==> config.mk <==
export PLATFORM = sky130hd
export DESIGN_NAME = taus_urng_flat
export DESIGN_NICKNAME = d
export VERILOG_FILES = /design/src/rtl/taus_urng_pkg.sv /design/src/rtl/taus_urng_if.sv /design/src/rtl/taus_urng_step.sv /design/src/rtl/taus_urng.sv /design/src/flat_wrapper.sv
export SDC_FILE = /design/constraint.sdc
export NUM_CORES = 1
export LEC_CHECK = 0
export CAP_MARGIN = 10
export CORE_ASPECT_RATIO = 0.7
export CORE_UTILIZATION = 55
export DETAILED_ROUTE_END_ITERATION = 16
export PLACE_DENSITY_LB_ADDON = 0.3
export SLEW_MARGIN = 20
export SYNTH_ARGS = -nofsm -noshare
export SYNTH_HDL_FRONTEND = slang
export SYNTH_SLANG_ARGS = --single-unit
==> constraint.sdc <==
create_clock -name clk -period 17.4 [get_ports clk]
set_input_delay 2.61 -clock clk [delete_from_list [all_inputs] [get_ports clk]]
set_output_delay 2.61 -clock clk [all_outputs]
set_load 0.05 [all_outputs]
==> src/rtl/taus_urng_pkg.sv <==
`default_nettype none
// ============================================================================
// Module      : taus_urng_pkg
// Description : Shared constants and types for the dual taus88 uniform
//               generator: step masks and shift amounts, minimum legal seed
//               words, default seeds, and the WARMUP/RUN state type.
// Revision    : 1.0 - initial release
// ============================================================================
package taus_urng_pkg;

  // taus88 component 0: ((s & MASK) << SHL) ^ (((s << MIX) ^ s) >> SHR)
  localparam logic [31:0] c_s0_mask = 32'hFFFF_FFFE;
  localparam int unsigned c_s0_shl  = 12;
  localparam int unsigned c_s0_mix  = 13;
  localparam int unsigned c_s0_shr  = 19;
  // component 1
  localparam logic [31:0] c_s1_mask = 32'hFFFF_FFF8;
  localparam int unsigned c_s1_shl  = 4;
  localparam int unsigned c_s1_mix  = 2;
  localparam int unsigned c_s1_shr  = 25;
  // component 2
  localparam logic [31:0] c_s2_mask = 32'hFFFF_FFF0;
  localparam int unsigned c_s2_shl  = 17;
  localparam int unsigned c_s2_mix  = 3;
  localparam int unsigned c_s2_shr  = 11;

  // Below these values a component degenerates (its masked bits are all
  // zero), so committed seeds smaller than this are replaced by defaults.
  localparam logic [31:0] c_min_s0 = 32'd2;
  localparam logic [31:0] c_min_s1 = 32'd8;
  localparam logic [31:0] c_min_s2 = 32'd16;

  localparam logic [31:0] c_def_a0 = 32'h1234_5678;
  localparam logic [31:0] c_def_a1 = 32'h9ABC_DEF0;
  localparam logic [31:0] c_def_a2 = 32'h0F1E_2D3C;
  localparam logic [31:0] c_def_b0 = 32'hCAFE_BABE;
  localparam logic [31:0] c_def_b1 = 32'hDEAD_BEEF;
  localparam logic [31:0] c_def_b2 = 32'h7654_3210;

  typedef enum logic [0:0] {
    ST_WARMUP = 1'b0,
    ST_RUN    = 1'b1
  } state_t;

  // Seed words are stored A0,A1,A2,B0,B1,B2; index mod 3 selects the component.
  function automatic logic [31:0] seed_min(input int unsigned idx);
    case (idx % 3)
      0:       return c_min_s0;
      1:       return c_min_s1;
      default: return c_min_s2;
    endcase
  endfunction

  function automatic logic [31:0] fix_seed(input logic [31:0] word,
                                           input logic [31:0] min_val,
                                           input logic [31:0] def_val);
    return (word < min_val) ? def_val : word;
  endfunction

endpackage
`default_nettype wire

==> src/rtl/taus_urng_if.sv <==
`default_nettype none
// ============================================================================
// Module      : taus_urng_if
// Description : Control/data bundle of the uniform generator.
//   en          advance request
//   seed_we     write seed_data into shadow word seed_addr (0..5 = A0..B2)
//   seed_addr   shadow index, 6..7 ignored
//   seed_data   seed word
//   seed_commit load live state from shadow and restart warm-up
//   u0, u1      registered uniform samples (48 / 16 bits)
//   valid       u0/u1 fresh this cycle
//   busy        warm-up in progress
// Revision    : 1.0 - initial release
// ============================================================================
interface taus_urng_if;
  logic        en;
  logic        seed_we;
  logic [2:0]  seed_addr;
  logic [31:0] seed_data;
  logic        seed_commit;
  logic [47:0] u0;
  logic [15:0] u1;
  logic        valid;
  logic        busy;

  modport master (
    output en, seed_we, seed_addr, seed_data, seed_commit,
    input  u0, u1, valid, busy
  );

  modport slave (
    input  en, seed_we, seed_addr, seed_data, seed_commit,
    output u0, u1, valid, busy
  );
endinterface
`default_nettype wire

==> src/rtl/taus_urng_step.sv <==
`default_nettype none
// ============================================================================
// Module      : taus88_step
// Description : One combinational taus88 step. Takes the three 32-bit
//               component states and returns the next states and the
//               generator output (XOR of the next states).
//   i_s0..i_s2  current component states
//   o_s0..o_s2  next component states
//   o_rnd       output word computed from the post-update state
// Revision    : 1.0 - initial release
// ============================================================================
module taus88_step
  import taus_urng_pkg::*;
(
  input  logic [31:0] i_s0,
  input  logic [31:0] i_s1,
  input  logic [31:0] i_s2,
  output logic [31:0] o_s0,
  output logic [31:0] o_s1,
  output logic [31:0] o_s2,
  output logic [31:0] o_rnd
);

  logic [31:0] w_n0;
  logic [31:0] w_n1;
  logic [31:0] w_n2;

  assign w_n0 = ((i_s0 & c_s0_mask) << c_s0_shl) ^ (((i_s0 << c_s0_mix) ^ i_s0) >> c_s0_shr);
  assign w_n1 = ((i_s1 & c_s1_mask) << c_s1_shl) ^ (((i_s1 << c_s1_mix) ^ i_s1) >> c_s1_shr);
  assign w_n2 = ((i_s2 & c_s2_mask) << c_s2_shl) ^ (((i_s2 << c_s2_mix) ^ i_s2) >> c_s2_shr);

  assign o_s0  = w_n0;
  assign o_s1  = w_n1;
  assign o_s2  = w_n2;
  assign o_rnd = w_n0 ^ w_n1 ^ w_n2;

endmodule
`default_nettype wire

==> src/rtl/taus_urng.sv <==
`default_nettype none
// ============================================================================
// Module      : taus_urng
// Description : Dual taus88 uniform random source for a Box-Muller stage.
//               Generator A supplies u0[47:16]; generator B supplies
//               u0[15:0] (its upper half) and u1 (its lower half).
//   clk     rising-edge clock
//   reset   asynchronous active-low reset (release synchronised internally)
//   bus     taus_urng_if.slave: en, seed_we/addr/data, seed_commit,
//           u0, u1, valid, busy
// Revision    : 1.0 - initial release
// ============================================================================
module taus_urng
  import taus_urng_pkg::*;
#(
  parameter int unsigned WARMUP_CYCLES = 16,
  parameter logic [31:0] SEED_A0 = c_def_a0,
  parameter logic [31:0] SEED_A1 = c_def_a1,
  parameter logic [31:0] SEED_A2 = c_def_a2,
  parameter logic [31:0] SEED_B0 = c_def_b0,
  parameter logic [31:0] SEED_B1 = c_def_b1,
  parameter logic [31:0] SEED_B2 = c_def_b2
) (
  input  logic        clk,
  input  logic        reset,
  taus_urng_if.slave  bus
);

  localparam logic [31:0] c_seed_def [6] = '{SEED_A0, SEED_A1, SEED_A2,
                                             SEED_B0, SEED_B1, SEED_B2};
  localparam bit          c_no_warmup = (WARMUP_CYCLES == 0);
  // Counter value on the last warm-up step (only meaningful when warm-up is on).
  localparam logic [7:0]  c_warm_last = c_no_warmup ? 8'd0 : 8'(WARMUP_CYCLES - 1);

  // ---------------------------------------------------------------------------
  // Reset: asserts asynchronously, releases after two clean rising edges.
  // ---------------------------------------------------------------------------
  logic [1:0] r_rst_sync;
  logic       rst_n;

  always_ff @(posedge clk or negedge reset) begin
    if (!reset) r_rst_sync <= 2'b00;
    else        r_rst_sync <= {r_rst_sync[0], 1'b1};
  end

  assign rst_n = r_rst_sync[1];

  // ---------------------------------------------------------------------------
  // State
  // ---------------------------------------------------------------------------
  state_t      r_state;
  state_t      w_state_next;
  logic [7:0]  r_cnt;
  logic [7:0]  w_cnt_next;
  logic [31:0] r_live [6];
  logic [31:0] w_live_next [6];
  logic [31:0] r_shadow [6];
  logic [31:0] w_shadow_next [6];
  logic [31:0] w_gen_next [6];
  logic [31:0] w_rnd_a;
  logic [31:0] w_rnd_b;
  logic [47:0] r_u0;
  logic [47:0] w_u0_next;
  logic [15:0] r_u1;
  logic [15:0] w_u1_next;
  logic        r_valid;
  logic        w_valid_next;

  taus88_step u_step_a (
    .i_s0  (r_live[0]),
    .i_s1  (r_live[1]),
    .i_s2  (r_live[2]),
    .o_s0  (w_gen_next[0]),
    .o_s1  (w_gen_next[1]),
    .o_s2  (w_gen_next[2]),
    .o_rnd (w_rnd_a)
  );

  taus88_step u_step_b (
    .i_s0  (r_live[3]),
    .i_s1  (r_live[4]),
    .i_s2  (r_live[5]),
    .o_s0  (w_gen_next[3]),
    .o_s1  (w_gen_next[4]),
    .o_s2  (w_gen_next[5]),
    .o_rnd (w_rnd_b)
  );

  // Shadow write is folded in before the commit so a same-cycle write and
  // commit loads the freshly written word.
  always_comb begin
    w_shadow_next = r_shadow;
    for (int i = 0; i < 6; i++) begin
      if (bus.seed_we && (bus.seed_addr == 3'(i))) begin
        w_shadow_next[i] = bus.seed_data;
      end
    end
  end

  // Next-state / output logic. A commit overrides everything, including an
  // en=1 request in RUN, so no sample is produced on a commit cycle.
  always_comb begin
    w_state_next = r_state;
    w_cnt_next   = r_cnt;
    w_live_next  = r_live;
    w_u0_next    = r_u0;
    w_u1_next    = r_u1;
    w_valid_next = 1'b0;

    if (bus.seed_commit) begin
      for (int i = 0; i < 6; i++) begin
        w_live_next[i] = fix_seed(w_shadow_next[i], seed_min(i), c_seed_def[i]);
      end
      w_cnt_next   = 8'd0;
      w_state_next = c_no_warmup ? ST_RUN : ST_WARMUP;
    end else begin
      case (r_state)
        ST_WARMUP: begin
          if (c_no_warmup) begin
            w_state_next = ST_RUN;
          end else begin
            w_live_next = w_gen_next;
            w_cnt_next  = r_cnt + 8'd1;
            if (r_cnt == c_warm_last) w_state_next = ST_RUN;
          end
        end
        ST_RUN: begin
          if (bus.en) begin
            w_live_next  = w_gen_next;
            w_u0_next    = {w_rnd_a, w_rnd_b[31:16]};
            w_u1_next    = w_rnd_b[15:0];
            w_valid_next = 1'b1;
          end
        end
        default: w_state_next = ST_WARMUP;
      endcase
    end
  end

  always_ff @(posedge clk or negedge rst_n) begin
    if (!rst_n) r_state <= ST_WARMUP;
    else        r_state <= w_state_next;
  end

  always_ff @(posedge clk or negedge rst_n) begin
    if (!rst_n) begin
      r_cnt   <= 8'd0;
      r_u0    <= 48'd0;
      r_u1    <= 16'd0;
      r_valid <= 1'b0;
      for (int i = 0; i < 6; i++) begin
        r_live[i]   <= c_seed_def[i];
        r_shadow[i] <= c_seed_def[i];
      end
    end else begin
      r_cnt    <= w_cnt_next;
      r_u0     <= w_u0_next;
      r_u1     <= w_u1_next;
      r_valid  <= w_valid_next;
      r_live   <= w_live_next;
      r_shadow <= w_shadow_next;
    end
  end

  assign bus.u0    = r_u0;
  assign bus.u1    = r_u1;
  assign bus.valid = r_valid;
  assign bus.busy  = (r_state == ST_WARMUP);

endmodule
`default_nettype wire
==> src/flat_wrapper.sv <==
// flat-port wrapper written by rule: the top's interface ports become plain ports
module taus_urng_flat import taus_urng_pkg::*;
#(
  parameter int unsigned WARMUP_CYCLES = 16,
  parameter logic [31:0] SEED_A0 = c_def_a0,
  parameter logic [31:0] SEED_A1 = c_def_a1,
  parameter logic [31:0] SEED_A2 = c_def_a2,
  parameter logic [31:0] SEED_B0 = c_def_b0,
  parameter logic [31:0] SEED_B1 = c_def_b1,
  parameter logic [31:0] SEED_B2 = c_def_b2
)
  (clk, reset, bus_en, bus_seed_we, bus_seed_addr, bus_seed_data, bus_seed_commit, bus_u0, bus_u1, bus_valid, bus_busy);
  taus_urng_if bus_i ();
  input  logic clk;
  input  logic reset;
  input wire logic [$bits(bus_i.en)-1:0] bus_en;
  input wire logic [$bits(bus_i.seed_we)-1:0] bus_seed_we;
  input wire logic [$bits(bus_i.seed_addr)-1:0] bus_seed_addr;
  input wire logic [$bits(bus_i.seed_data)-1:0] bus_seed_data;
  input wire logic [$bits(bus_i.seed_commit)-1:0] bus_seed_commit;
  output wire logic [$bits(bus_i.u0)-1:0] bus_u0;
  output wire logic [$bits(bus_i.u1)-1:0] bus_u1;
  output wire logic [$bits(bus_i.valid)-1:0] bus_valid;
  output wire logic [$bits(bus_i.busy)-1:0] bus_busy;
  assign bus_i.en = bus_en;
  assign bus_i.seed_we = bus_seed_we;
  assign bus_i.seed_addr = bus_seed_addr;
  assign bus_i.seed_data = bus_seed_data;
  assign bus_i.seed_commit = bus_seed_commit;
  assign bus_u0 = bus_i.u0;
  assign bus_u1 = bus_i.u1;
  assign bus_valid = bus_i.valid;
  assign bus_busy = bus_i.busy;
  taus_urng #(.WARMUP_CYCLES(WARMUP_CYCLES), .SEED_A0(SEED_A0), .SEED_A1(SEED_A1), .SEED_A2(SEED_A2), .SEED_B0(SEED_B0), .SEED_B1(SEED_B1), .SEED_B2(SEED_B2)) u_core (.clk(clk), .reset(reset), .bus(bus_i));
endmodule
# Word level (Yosys, flattened, before mapping)
# Index checks and enable logic that the tools add are counted.
[totals]
register_bits = 460
latchBits = 0
mem_bits_rw = 0
romBits = 0
out_inout_bits = 66
wordCells = 85
mem_count = 0
[classes]
add_sub_neg = 1
multipliers = 0
div_mod_pow = 0
order_cmp = 6
eq_ne = 8
shifts = 0
n_mux = 26
n_bitwise = 18
reduce_logical = 8
[ops]
columns = ["cell", "count"]
rows = [
  ["32-bit 2-to-1 mux", 15],
  ["192-bit 2-to-1 mux", 2],
  ["192-bit one-hot mux with 2 select lines", 1],
  ["32-bit XOR", 10],
  ["32-bit < comparator", 6],
  ["32-bit by 13-bit XOR with 32-bit output", 2],
  ["32-bit by 21-bit XOR with 32-bit output", 2],
  ["32-bit by 7-bit XOR with 32-bit output", 2],
  ["8-bit 2-to-1 mux", 2],
  ["8-bit by 1-bit adder with 8-bit output (second input constant)", 1],
  ["8-bit by 4-bit == test with 1-bit output (second input constant)", 1],
  ["3-bit by 2-bit == test with 1-bit output (second input constant)", 2],
  ["3-bit == test (second input constant)", 2],
  ["1-bit logical AND", 6],
  ["1-bit 2-to-1 mux", 6],
  ["3-bit by 1-bit == test with 1-bit output (second input constant)", 1],
  ["3-bit zero test", 1],
  ["3-bit inequality test (second input constant)", 1],
  ["3-bit AND reduction", 1],
  ["2-bit inequality test (second input constant)", 1],
  ["1-bit inverter", 2],
]

# Longest topological paths before layout
[logic_depth]
word_depth = 6
ltp_mapped = 9
mapped_depth_nobuf = 6

# Hierarchy
# Synthesis repeated with hierarchy kept, for this count alone.
[unflattened]
cells_unflattened = 2093
area_unflattened_um2 = 22713.0
[by_module_without_submodules]
columns = ["mod", "n_inst", "cells_each", "area_each_um2"]
rows = [
  ["taus_urng", 1, 1799, 19885.3],
  ["taus88_step", 2, 147, 1413.9],
]

# Least setup slack after synthesis
# OpenSTA, ideal clock, no wires.
[synth_timing]
path_kind = "in2reg"
from = "input port bus_seed_data[16]"
to = "register u_core.r_live[107] (netlist bit)"
setup_time_ns = 0.060
t_arrival_ns = 4.551
required_ns = 17.340
slack_ns = 12.789
path_stages = 6
cell_sequence = "or4_4 -> or4_1 -> o41ai_2 -> a2bb2oi_2 -> buf_6 -> o221a_2"
[synth_via]
elab_chain_len = 4
[synth_rtl]
columns = ["element", "line", "text"]
rows = [
  ["from (decl)", "flat_wrapper.sv:19", "input wire logic [$bits(bus_i.seed_data)-1:0] bus_seed_data;"],
  ["32-bit 2-to-1 mux", "taus_urng.sv:94", "if (bus.seed_we && (bus.seed_addr == 3'(i))) begin"],
  ["32-bit < comparator", "taus_urng_pkg.sv:57", "return (word < min_val) ? def_val : word;"],
  ["32-bit 2-to-1 mux", "taus_urng_pkg.sv:57", ""],
  ["192-bit 2-to-1 mux", "taus_urng.sv:110", "if (bus.seed_commit) begin"],
  ["to (signal, indexed assignment)", "taus_urng.sv:152", "r_live[i] <= c_seed_def[i];"],
  ["to (signal assigned)", "taus_urng.sv:160", "r_live <= w_live_next;"],
  ["to (decl)", "taus_urng.sv:55", "logic [31:0] r_live [6];"],
]
# Every way passes these cells.
# A chain may end at the register's enable or synchronous reset.

# Final worst setup path
[layout_timing]
from = "input port bus_seed_data[22]"
to = "register u_core.r_live[114] (netlist bit)"
# Same word-level chain as after synthesis.

==> results.py <==
metrics = {
    "worst_setup_path": {
        "worstSetupPathType": "in2reg",
        "cp_num_buf_inv": 1,
        "critPathLaunchType": "input pin",
        "crit_arrival_ns": 6.31,
        "max_stage_delay_ns": 0.82,
        "cpLargestDelayFamily": "compound AO/OA/AOI/OAI gates",
        "cp.required_ns": 17.89,
        "endpoint_kind": "flop",
        "crit_fanout": 14,
        "worstPathCellList": "clkdlybuf4s50_1 -> or4_4 -> or4_1 -> o41ai_2 -> a2bb2oi_2 -> o221a_2",
        "worst-r2r-cell-count": 3,
        "cpMaxStageDelayCell": "clkdlybuf4s50_1",
        "cp.depth": 6,
    },
    "power": {
        "pwr_density_cell_nw_per_um2": 159,
        "switchingPower_mw": 1.28,
        "leakage_nw": 9.52,
        "seq_power_share_pct": 42.9,
        "pwr-share-comb_pct": 29.0,
        "switching_share_pct": 34.7,
        "p_clk_share_pct": 28.0,
        "p_int_mw": 2.42,
        "max-vdd-ir-drop_uv": 73.4,
    },
    "cts": {
        "cts.sinks": 428,
        "clkLatencyLatePin_ns": 0.56,
        "ctsHoldBuffers": 0,
        "cts.repair.resized": 0,
        "cts_made_buffers": 42,
        "cts_tree": "yes",
        "clk_pin_slew_worst_paths_ns": 0.07,
        "cts_setup_buffers": 0,
        "cts_max_path_buffers": 3,
        "htreeDepth": 2,
        "cts_root_buf": "clkbuf_16",
    },
    "sta": {
        "period_needed_ns": 5.82,
        "slew_viol_final": 0,
        "min_period_over_period_pct": 33.5,
        "worst_pin_slew_ns": 1.09,
        "finalSetupViolCount": 0,
        "rsz0062_at_grt": "false",
        "fin_worst_skew_ns": 0.0236,
        "timing.slew.headroom_pct": 26.7,
        "finalSetupTns_ns": 0,
        "max_freq_mhz": 172,
        "finalHoldViolCount": 0,
    },
    "global_route": {
        "grt_pass1_wl_microns": 92600,
        "grt.met3_usage_pct": 11.1,
        "grt_overflow": 0,
        "grt-busiest-layer": "met1",
        "antenna_found_initial": 5,
        "grt.total_usage_pct": 33.5,
        "grt_max_degree": 170,
        "grt_pass1_vias": 14600,
        "met2_usage_pct": 46.5,
        "grt_use_met1_pct": 49.8,
    },
    "yosys": {
        "synth_area_leaders": "dfrtp_1, dfstp_2, xnor2_1",
        "postSynthCellCount": 1829,
        "ys_seq_elements": 428,
        "synthesis.area_sq_um": 20200,
        "synth_top_flop_cell": "dfrtp_1",
        "syn_nets": 1870,
        "ys_async_sr_fraction_pct": 100,
        "netlist-cell-type-count": 47,
        "yosys.area.top_type": "dfrtp_1",
        "synth_seq_area_share_pct": 54.3,
        "syn_avg_cell_area_sq_um": 11.0,
        "ys_warn_count": 0,
        "netlist.area_leader.share_pct": 28.0,
        "synth-edff-count": 0,
    },
    "run_status": {
        "run_status": "finished, final reports clean",
    },
    "placed_design": {
        "dp.cells": 2322,
        "place.gp.congestion": 0.922,
        "post-dp-hpwl_microns": 41400,
        "io_buffers": 104,
    },
    "detailed_routing": {
        "wl_per_cell_microns": 25.8,
        "first_iter_violations": 1917,
        "viasPerCell": 6.26,
        "vias": 15000,
        "first_pass_iters": 5,
        "drc_errors": 0,
        "route.antenna.remaining_nets": 0,
        "drt_wl_total_microns": 62100,
    },
    "cells_and_area": {
        "fin_nets": 1927,
        "synthToLayoutAreaGrowth_pct": 15.1,
        "stdcell_count": 2401,
        "final_common_cell": "dfrtp_1",
        "layout-drive-gt1-share_pct": 23.4,
        "layout_common_cells": "dfrtp_1, dfstp_2, nand2_1",
        "nFillCells": 2844,
    },
    "worst_hold_path": {
        "hold_class": "reg2async",
    },
    "run": {
        "maxCapViolCount": 0,
    },
    "floorplan": {
        "num_rows": 58,
        "die_y_microns": 162,
        "die_area_sq_um": 37500,
        "initial_utilization_pct": 56.0,
        "ios": 106,
        "core_sq_um": 36000,
        "fp.dieW_microns": 231,
    },
}
[flip-flops by register name, summed over array words and instances, names as in the netlist]
register and cells:
u_core.bus.valid 1, u_core.r_live 176, u_core.bus.u0 48, u_core.r_shadow 176, u_core.bus.u1 16, u_core.r_state 1, u_core.r_rst_sync 2, u_core.r_cnt 8
[cells by family after synthesis]
| family | synth area share (%) |
|---|---|
| buffers and inverters | 3.57 |
| muxes | 12.5 |
| adders and majority gates | 0.0620 |
| AOI/OAI and AO/OA | 10.0 |
| DFF | 54.3 |
| other | 0.0186 |
| and+or+nand+nor | 10.1 |
| xor gates and xnor gates | 9.42 |
[synth_stat cells (41+ instances only)]
| cell type | number |
|---|---|
| nand2_1 | 170 |
| dfstp_2 | 202 |
| mux2i_1 | 124 |
| a21oi_1 | 83 |
| xnor2_1 | 160 |
| o21ai_0 | 166 |
| nand3_1 | 41 |
| dfrtp_1 | 226 |
| inv_1 | 64 |
| mux2_2 | 114 |
| nor4_1 | 46 |
| or3_1 | 43 |
| clkbuf_1 | 101 |
| nor2_1 | 60 |
| xor2_1 | 57 |
[worst paths after layout]
path / from / to / slack [ns]
worst max-delay path: bus_seed_data[22] / u_core.r_live[114]$_DFFE_PN1P_ / 11.58
worst min-delay path: u_core.r_rst_sync[1]$_DFF_PN0_ / u_core.r_live[80]$_DFFE_PN0P_ / 0.35
worst max register to register: u_core.r_rst_sync[1]$_DFF_PN0_ / u_core.r_shadow[24]$_DFF_PN0_ / 13.96
worst min register to register: u_core.r_rst_sync[1]$_DFF_PN0_ / u_core.r_live[80]$_DFFE_PN0P_ / 0.35
max in group asynchronous: u_core.r_rst_sync[1]$_DFF_PN0_ / u_core.r_shadow[24]$_DFF_PN0_ / 13.96
min in group clk: u_core.r_rst_sync[0]$_DFF_PN0_ / u_core.r_rst_sync[1]$_DFF_PN0_ / 0.36
[power groups by stage]
stage / sequential [mW] / combinational, mW / clock [mW]
finish: 1.59 / 1.08 / 1.04
global route: 1.61 / 1.14 / 1.08
CTS: 1.57 / 1.06 / 1.04
detailed placement: 1.58 / 1.05 / 0
global placement: 1.57 / 1.03 / 0
floorplan: 1.55 / 0.685 / 0
[through the flow]
stage                     utilization (%)  hold slack [ns]  power [mW]  cell area [sq um]  worst slack, ns
after floorplan                         -            0.331        2.23              20200             4.94
after global placement               60.1            0.338        2.60              21600            11.20
after detailed placement             60.1            0.336        2.64              21600            11.19
after CTS                            64.5            0.364        3.67              23200            11.72
after global routing                 64.5            0.380        3.83              23200            11.62
final                                64.5            0.349        3.70              23200            11.58
[cell type report]
type                       count  area, sq um  share of cell area, %
tap                          480          601                   2.59
antenna                        2         5.00                 0.0216
clock buffer                  63         1300                   5.61
inverter                      65          245                   1.06
timing repair buffer         132         1260                   5.45
clock inverter                14          282                   1.21
sequential                   428        11000                   47.2
multi-input combinational   1217         8560                   36.8
[per-layer routing]
metal	wire length, microns	share of wire [%]
met5	0	0
met4	1500	2.4
met3	8230	13
met2	26000	42
met1	26400	42
No activity file was read; power rests on OpenSTA's default activity.
